==> src/rtl/div_sequential_restoring.sv <==
// rtl/div_sequential_restoring.sv - W-bit unsigned sequential restoring divider, one quotient bit per clock.
// Optional DIV_SEQUENTIAL_DIVZ_EN: a zero divisor finishes one cycle after acceptance with o_dz set.
module div_sequential_restoring #(
  parameter int W = 8
) (
  input  logic         i_clk,
  input  logic         i_rst,
  input  logic         i_start,
  input  logic [W-1:0] i_dividend,
  input  logic [W-1:0] i_divisor,
  output logic         o_busy,
  output logic         o_valid,
  output logic [W-1:0] o_quo,
  output logic [W-1:0] o_rem,
  output logic         o_dz
);

  localparam int CW = $clog2(W + 1);

  localparam logic [1:0] S_IDLE = 2'd0;
  localparam logic [1:0] S_CALC = 2'd1;
  localparam logic [1:0] S_DONE = 2'd2;

  logic [1:0]     state_q, state_d;
  logic [CW-1:0]  cnt_q, cnt_d;
  logic [2*W-1:0] pr_q, pr_d;
  logic [W-1:0]   dvs_q, dvs_d;
  logic [W-1:0]   quo_q, quo_d;
  logic [W-1:0]   rem_q, rem_d;
  logic           valid_q, valid_d;

`ifdef DIV_SEQUENTIAL_DIVZ_EN
  logic           zdiv_q, zdiv_d;
  logic           dz_q, dz_d;
  assign o_dz = dz_q;
`else
  assign o_dz = 1'b0;
`endif

  logic [W:0]     pr_shift;
  logic [W-1:0]   trial;
  logic           fits;
  logic [2*W-1:0] pr_step;
  logic           accept;
  logic           last;

  // pr_q holds {partial remainder, remaining dividend bits / quotient bits so far}.
  // The shifted remainder needs W+1 bits; when it is >= divisor the difference fits in W bits.
  always_comb begin
    pr_shift = pr_q[2*W-1:W-1];
    fits     = (pr_shift >= {1'b0, dvs_q});
    trial    = pr_shift[W-1:0] - dvs_q;
    if (fits) begin
      pr_step = {trial, pr_q[W-2:0], 1'b1};
    end else begin
      pr_step = {pr_shift[W-1:0], pr_q[W-2:0], 1'b0};
    end
  end

  assign accept = i_start && (state_q != S_CALC);
  assign last   = (cnt_q == CW'(W - 1));

  always_comb begin
    state_d = state_q;
    cnt_d   = cnt_q;
    pr_d    = pr_q;
    dvs_d   = dvs_q;
    quo_d   = quo_q;
    rem_d   = rem_q;
    valid_d = 1'b0;
`ifdef DIV_SEQUENTIAL_DIVZ_EN
    zdiv_d  = zdiv_q;
    dz_d    = dz_q;
`endif

    case (state_q)
      S_IDLE: ;
      S_CALC: begin
`ifdef DIV_SEQUENTIAL_DIVZ_EN
        if (zdiv_q) begin
          state_d = S_DONE;
          quo_d   = '1;
          rem_d   = pr_q[W-1:0];
          dz_d    = 1'b1;
          valid_d = 1'b1;
        end else begin
`endif
          pr_d  = pr_step;
          cnt_d = cnt_q + 1'b1;
          if (last) begin
            state_d = S_DONE;
            quo_d   = pr_step[W-1:0];
            rem_d   = pr_step[2*W-1:W];
            valid_d = 1'b1;
`ifdef DIV_SEQUENTIAL_DIVZ_EN
            dz_d    = 1'b0;
`endif
          end
`ifdef DIV_SEQUENTIAL_DIVZ_EN
        end
`endif
      end
      S_DONE:  state_d = S_IDLE;
      default: state_d = S_IDLE;
    endcase

    // A start in DONE overrides the return to IDLE and drops o_valid.
    if (accept) begin
      state_d = S_CALC;
      cnt_d   = '0;
      pr_d    = {{W{1'b0}}, i_dividend};
      dvs_d   = i_divisor;
`ifdef DIV_SEQUENTIAL_DIVZ_EN
      zdiv_d  = (i_divisor == '0);
`endif
    end
  end

  always_ff @(posedge i_clk or posedge i_rst) begin
    if (i_rst) begin
      state_q <= S_IDLE;
      cnt_q   <= '0;
      pr_q    <= '0;
      dvs_q   <= '0;
      quo_q   <= '0;
      rem_q   <= '0;
      valid_q <= 1'b0;
`ifdef DIV_SEQUENTIAL_DIVZ_EN
      zdiv_q  <= 1'b0;
      dz_q    <= 1'b0;
`endif
    end else begin
      state_q <= state_d;
      cnt_q   <= cnt_d;
      pr_q    <= pr_d;
      dvs_q   <= dvs_d;
      quo_q   <= quo_d;
      rem_q   <= rem_d;
      valid_q <= valid_d;
`ifdef DIV_SEQUENTIAL_DIVZ_EN
      zdiv_q  <= zdiv_d;
      dz_q    <= dz_d;
`endif
    end
  end

  assign o_busy  = (state_q == S_CALC);
  assign o_valid = valid_q;
  assign o_quo   = quo_q;
  assign o_rem   = rem_q;

endmodule

==> config.mk <==
export PLATFORM = sky130hd
export DESIGN_NAME = div_sequential_restoring
export DESIGN_NICKNAME = d
export VERILOG_FILES = /design/src/rtl/div_sequential_restoring.sv
export SDC_FILE = /design/constraint.sdc
export NUM_CORES = 1
export LEC_CHECK = 0
export CAP_MARGIN = 25
export CORE_MARGIN = 2
export CORE_UTILIZATION = 45
export DETAILED_ROUTE_END_ITERATION = 16
export PLACE_DENSITY = 0.76
export SETUP_SLACK_MARGIN = 0.2
export SYNTH_ARGS = -nofsm -noshare
export SYNTH_HDL_FRONTEND = slang
export SYNTH_SLANG_ARGS = --single-unit
export TNS_END_PERCENT = 30
==> constraint.sdc <==
create_clock -name i_clk -period 2.37 [get_ports i_clk]
set_input_delay 0.237 -clock i_clk [delete_from_list [all_inputs] [get_ports i_clk]]
set_output_delay 0.237 -clock i_clk [all_outputs]
set_load 0.01 [all_outputs]
==> results.cfg <==
[outcome]
status = finished, final reports clean

[drt]
avgViaCountPerCell = 5.43
drt-initial-drc-count = 240
routed_wl_um = 5300
via_count = 1972
dr.pass1.iters = 5
wl_per_cell_um = 14.6
ant_nets = 0
drc = 0

[final_layout]
final_common_cell = dfrtp_1
stdcell_area_um2 = 3100
final_cell_mix = dfrtp_1, nand2_1, clkdlybuf4s50_1
syn_to_final_growth_pct = 24.7
antennaDiodeCount = 0
drive_above_1_share_pct = 15.8
fin_util_pct = 57.4
layout.nets = 319

[die]
pin_count = 38
core-area_um2 = 5410
die_h_um = 78.3
die_w_um = 78.3
fp-row-count = 27
start_util_pct = 46.0
die_area_um2 = 6140

[yosys]
synthCells = 250
async_reset_ff_share_pct = 100
synth_cell_type_count = 55
yosys_warnings = 0
synth_area_per_cell_um2 = 9.95
ys_ff_latch = 47
syn_area_um2 = 2490
synth-main-ff-cell = dfrtp_1
syn_nets = 279
yosysSeqAreaShare_pct = 47.3
synth_edf_count = 0

[placed_design]
gp_congestion = 0.899
dpl.hpwl_um = 3870
dpl-instance-area_um2 = 2930
pre_cts_slack_ns = 0.0729
io_buffers = 36

[sta]
finClkSkew_ns = 0.0103
postLayoutSetupSlackWorst_ns = 0.222
fin_crit_sh_pct = 90.6
finalSetupViolations = 0
min_period_ns = 2.15
slew_headroom_pct = 67.6
holdWs_ns = 0.263
clock.fmax_ghz = 0.466
hold_viol = 0
setup_tns_ns = 0
rsz0062_at_grt = true
drv_slew = 0
worstMarginPinSlew_ns = 0.473

[power_and_ir_drop]
p_leak_nw = 1.39
power_density_nw_per_um2 = 1680
peakVddDrop_uv = 714

[clocking]
clkLatencyLatePin_ns = 0.31
tritoncts = built
root_buffer = clkbuf_8
clkSlewWorstSetupHoldPaths_ns = 0.10
cts-hold-fix-buffers = 0
cts_made_buffers = 5
clockBufferDepth = 2
cts_sinks = 47
htreeDepth = 2

[worst_setup_path]
reg2reg_slack_ns = 0.22
crit_slowest_cell = dfrtp_1
r2r_cells = 9
cp-start-kind = register
crit_chain = inv_1 > ha_2 > inv_2 > fa_2 > a211o_1 > a2111oi_4 > a41o_1 > o22ai_2 > a21oi_1
end_kind = register
critPathKind = register to register
r2r-start = pr_q[7]
arrival_ns = 2.38
reg2reg_to = o_rem[6]
crit_required_ns = 2.60
crit_path_max_fanout = 4
slowest_delay_ns = 0.40

[hold_path]
min-delay-path-class = input pin to async pin

[global_routing]
grt_max_degree = 30
grt-ovfl-total = 0
grt_pass1_vias = 1953
grt_usage_pct = 18.8
grt_pass1_wl_um = 9230
antenna_found_initial = 0

[job]
cap_viol_max_count = 0
## through the flow
step	cells	total power, mW
5_1_grt	363	5.67
6_report	363	5.21
3_3_place_gp	352	4.36
2_1_floorplan	250	3.60
4_1_cts	361	5.11
3_5_place_dp	352	4.44
## critical path: cells and delay by family, from the launching register on
kind / cells / cell delay, ns
AO/OA/AOI/OAI: 5 / 1.05
flip-flops: 1 / 0.40
adder cells (fa/ha/maj): 2 / 0.51
buffers and inverters: 2 / 0.10
## final cells by class
cell class              count  area, µm²
inverters                  15       56.3
repair buffers             45        440
fillers                   461       2300
multi-input cells         176       1220
clock buffers               5       68.8
well taps                  72       90.1
clock inverters             3       46.3
flip-flops and latches     47       1180
## synthesized netlist by cell type (2+ instances only)
master / instances / share of area (%)
a211oi_1: 2 / 0.60
inv_1: 12 / 1.8
nor3_2: 2 / 0.80
or3_1: 2 / 0.50
o21ai_1: 4 / 0.80
nor2_1: 11 / 1.7
a21oi_1: 11 / 2.2
nand4_1: 5 / 1.3
nand2_1: 44 / 6.6
buf_2: 4 / 0.80
o311ai_1: 2 / 0.70
buf_1: 2 / 0.30
mux2_2: 8 / 3.6
nand3_1: 8 / 1.6
xor2_1: 2 / 0.70
o21a_1: 2 / 0.60
o21ai_0: 13 / 2.6
ha_1: 9 / 4.5
nand2b_1: 4 / 1.0
a21o_1: 2 / 0.60
dfrtp_1: 47 / 47
mux2i_1: 7 / 2.8
inv_2: 2 / 0.30
clkbuf_1: 4 / 0.60
o31ai_1: 5 / 1.5
a2111oi_0: 2 / 0.70
a31oi_1: 6 / 1.5
## cells by family (layout without fill, tap and decap cells)
| family | count (synthesis) | count (layout) | synth area share [%] |
|---|---|---|---|
| buf+inv | 27 | 68 | 4.73 |
| simple gates | 83 | 83 | 15.6 |
| flops | 47 | 47 | 47.3 |
| other cells | 1 | 1 | 0.151 |
| mux | 15 | 15 | 6.44 |
| xor+xnor | 3 | 3 | 1.06 |
| fa+ha+maj | 10 | 10 | 5.33 |
| compound gates | 64 | 64 | 19.4 |
## power breakdown
part,switching (mW),internal [mW]
logic,1.71,1.39
clock network,0.292,0.318
registers,0.281,1.21
total,2.29,2.93
## routing by layer
| metal | up-vias | share of wire, % | global-route usage, % | wire [µm] |
|---|---|---|---|---|
| li1 | 970 | - | - | - |
| met1 | 944 | 47 | 26.2 | 2480 |
| met2 | 51 | 48 | 29.7 | 2520 |
| met3 | 7 | 4.2 | 3.33 | 223 |
| met4 | 0 | 1.3 | 6.67 | 67 |
| met5 | - | 0 | 0 | 0 |
## flip-flops by register name (all words and copies together), names as in the netlist
| signal | flops |
|---|---|
| pr_q | 16 |
| dvs_q | 8 |
| o_quo | 8 |
| o_rem | 8 |
| cnt_q | 4 |
| state_q | 2 |
| o_valid | 1 |
## what timing repair did
item / 4_1_cts / 5_1_grt
resized for setup: 3 / 4
buffers inserted: 1 / 2
pin swaps: 3 / 2
cloned: 0 / 0
setup endpoints to repair: 2 / 7
hold endpoints to repair: 0 / 0
## how the worst max path moves through the flow
stage | start | to | slack [ns] | cells past startpoint
after floorplan | pr_q[7] | o_rem[6] | 0.28 | 9
after global placement | pr_q[7] | o_rem[6] | 0.17 | 9
after detailed placement | pr_q[7] | o_rem[6] | 0.07 | 9
after CTS | pr_q[7] | o_rem[6] | 0.20 | 9
after global routing | pr_q[11] | pr_q[12] | 0.12 | 6
final | pr_q[7] | o_rem[6] | 0.22 | 9
No activity file was read; power rests on OpenSTA's default activity.
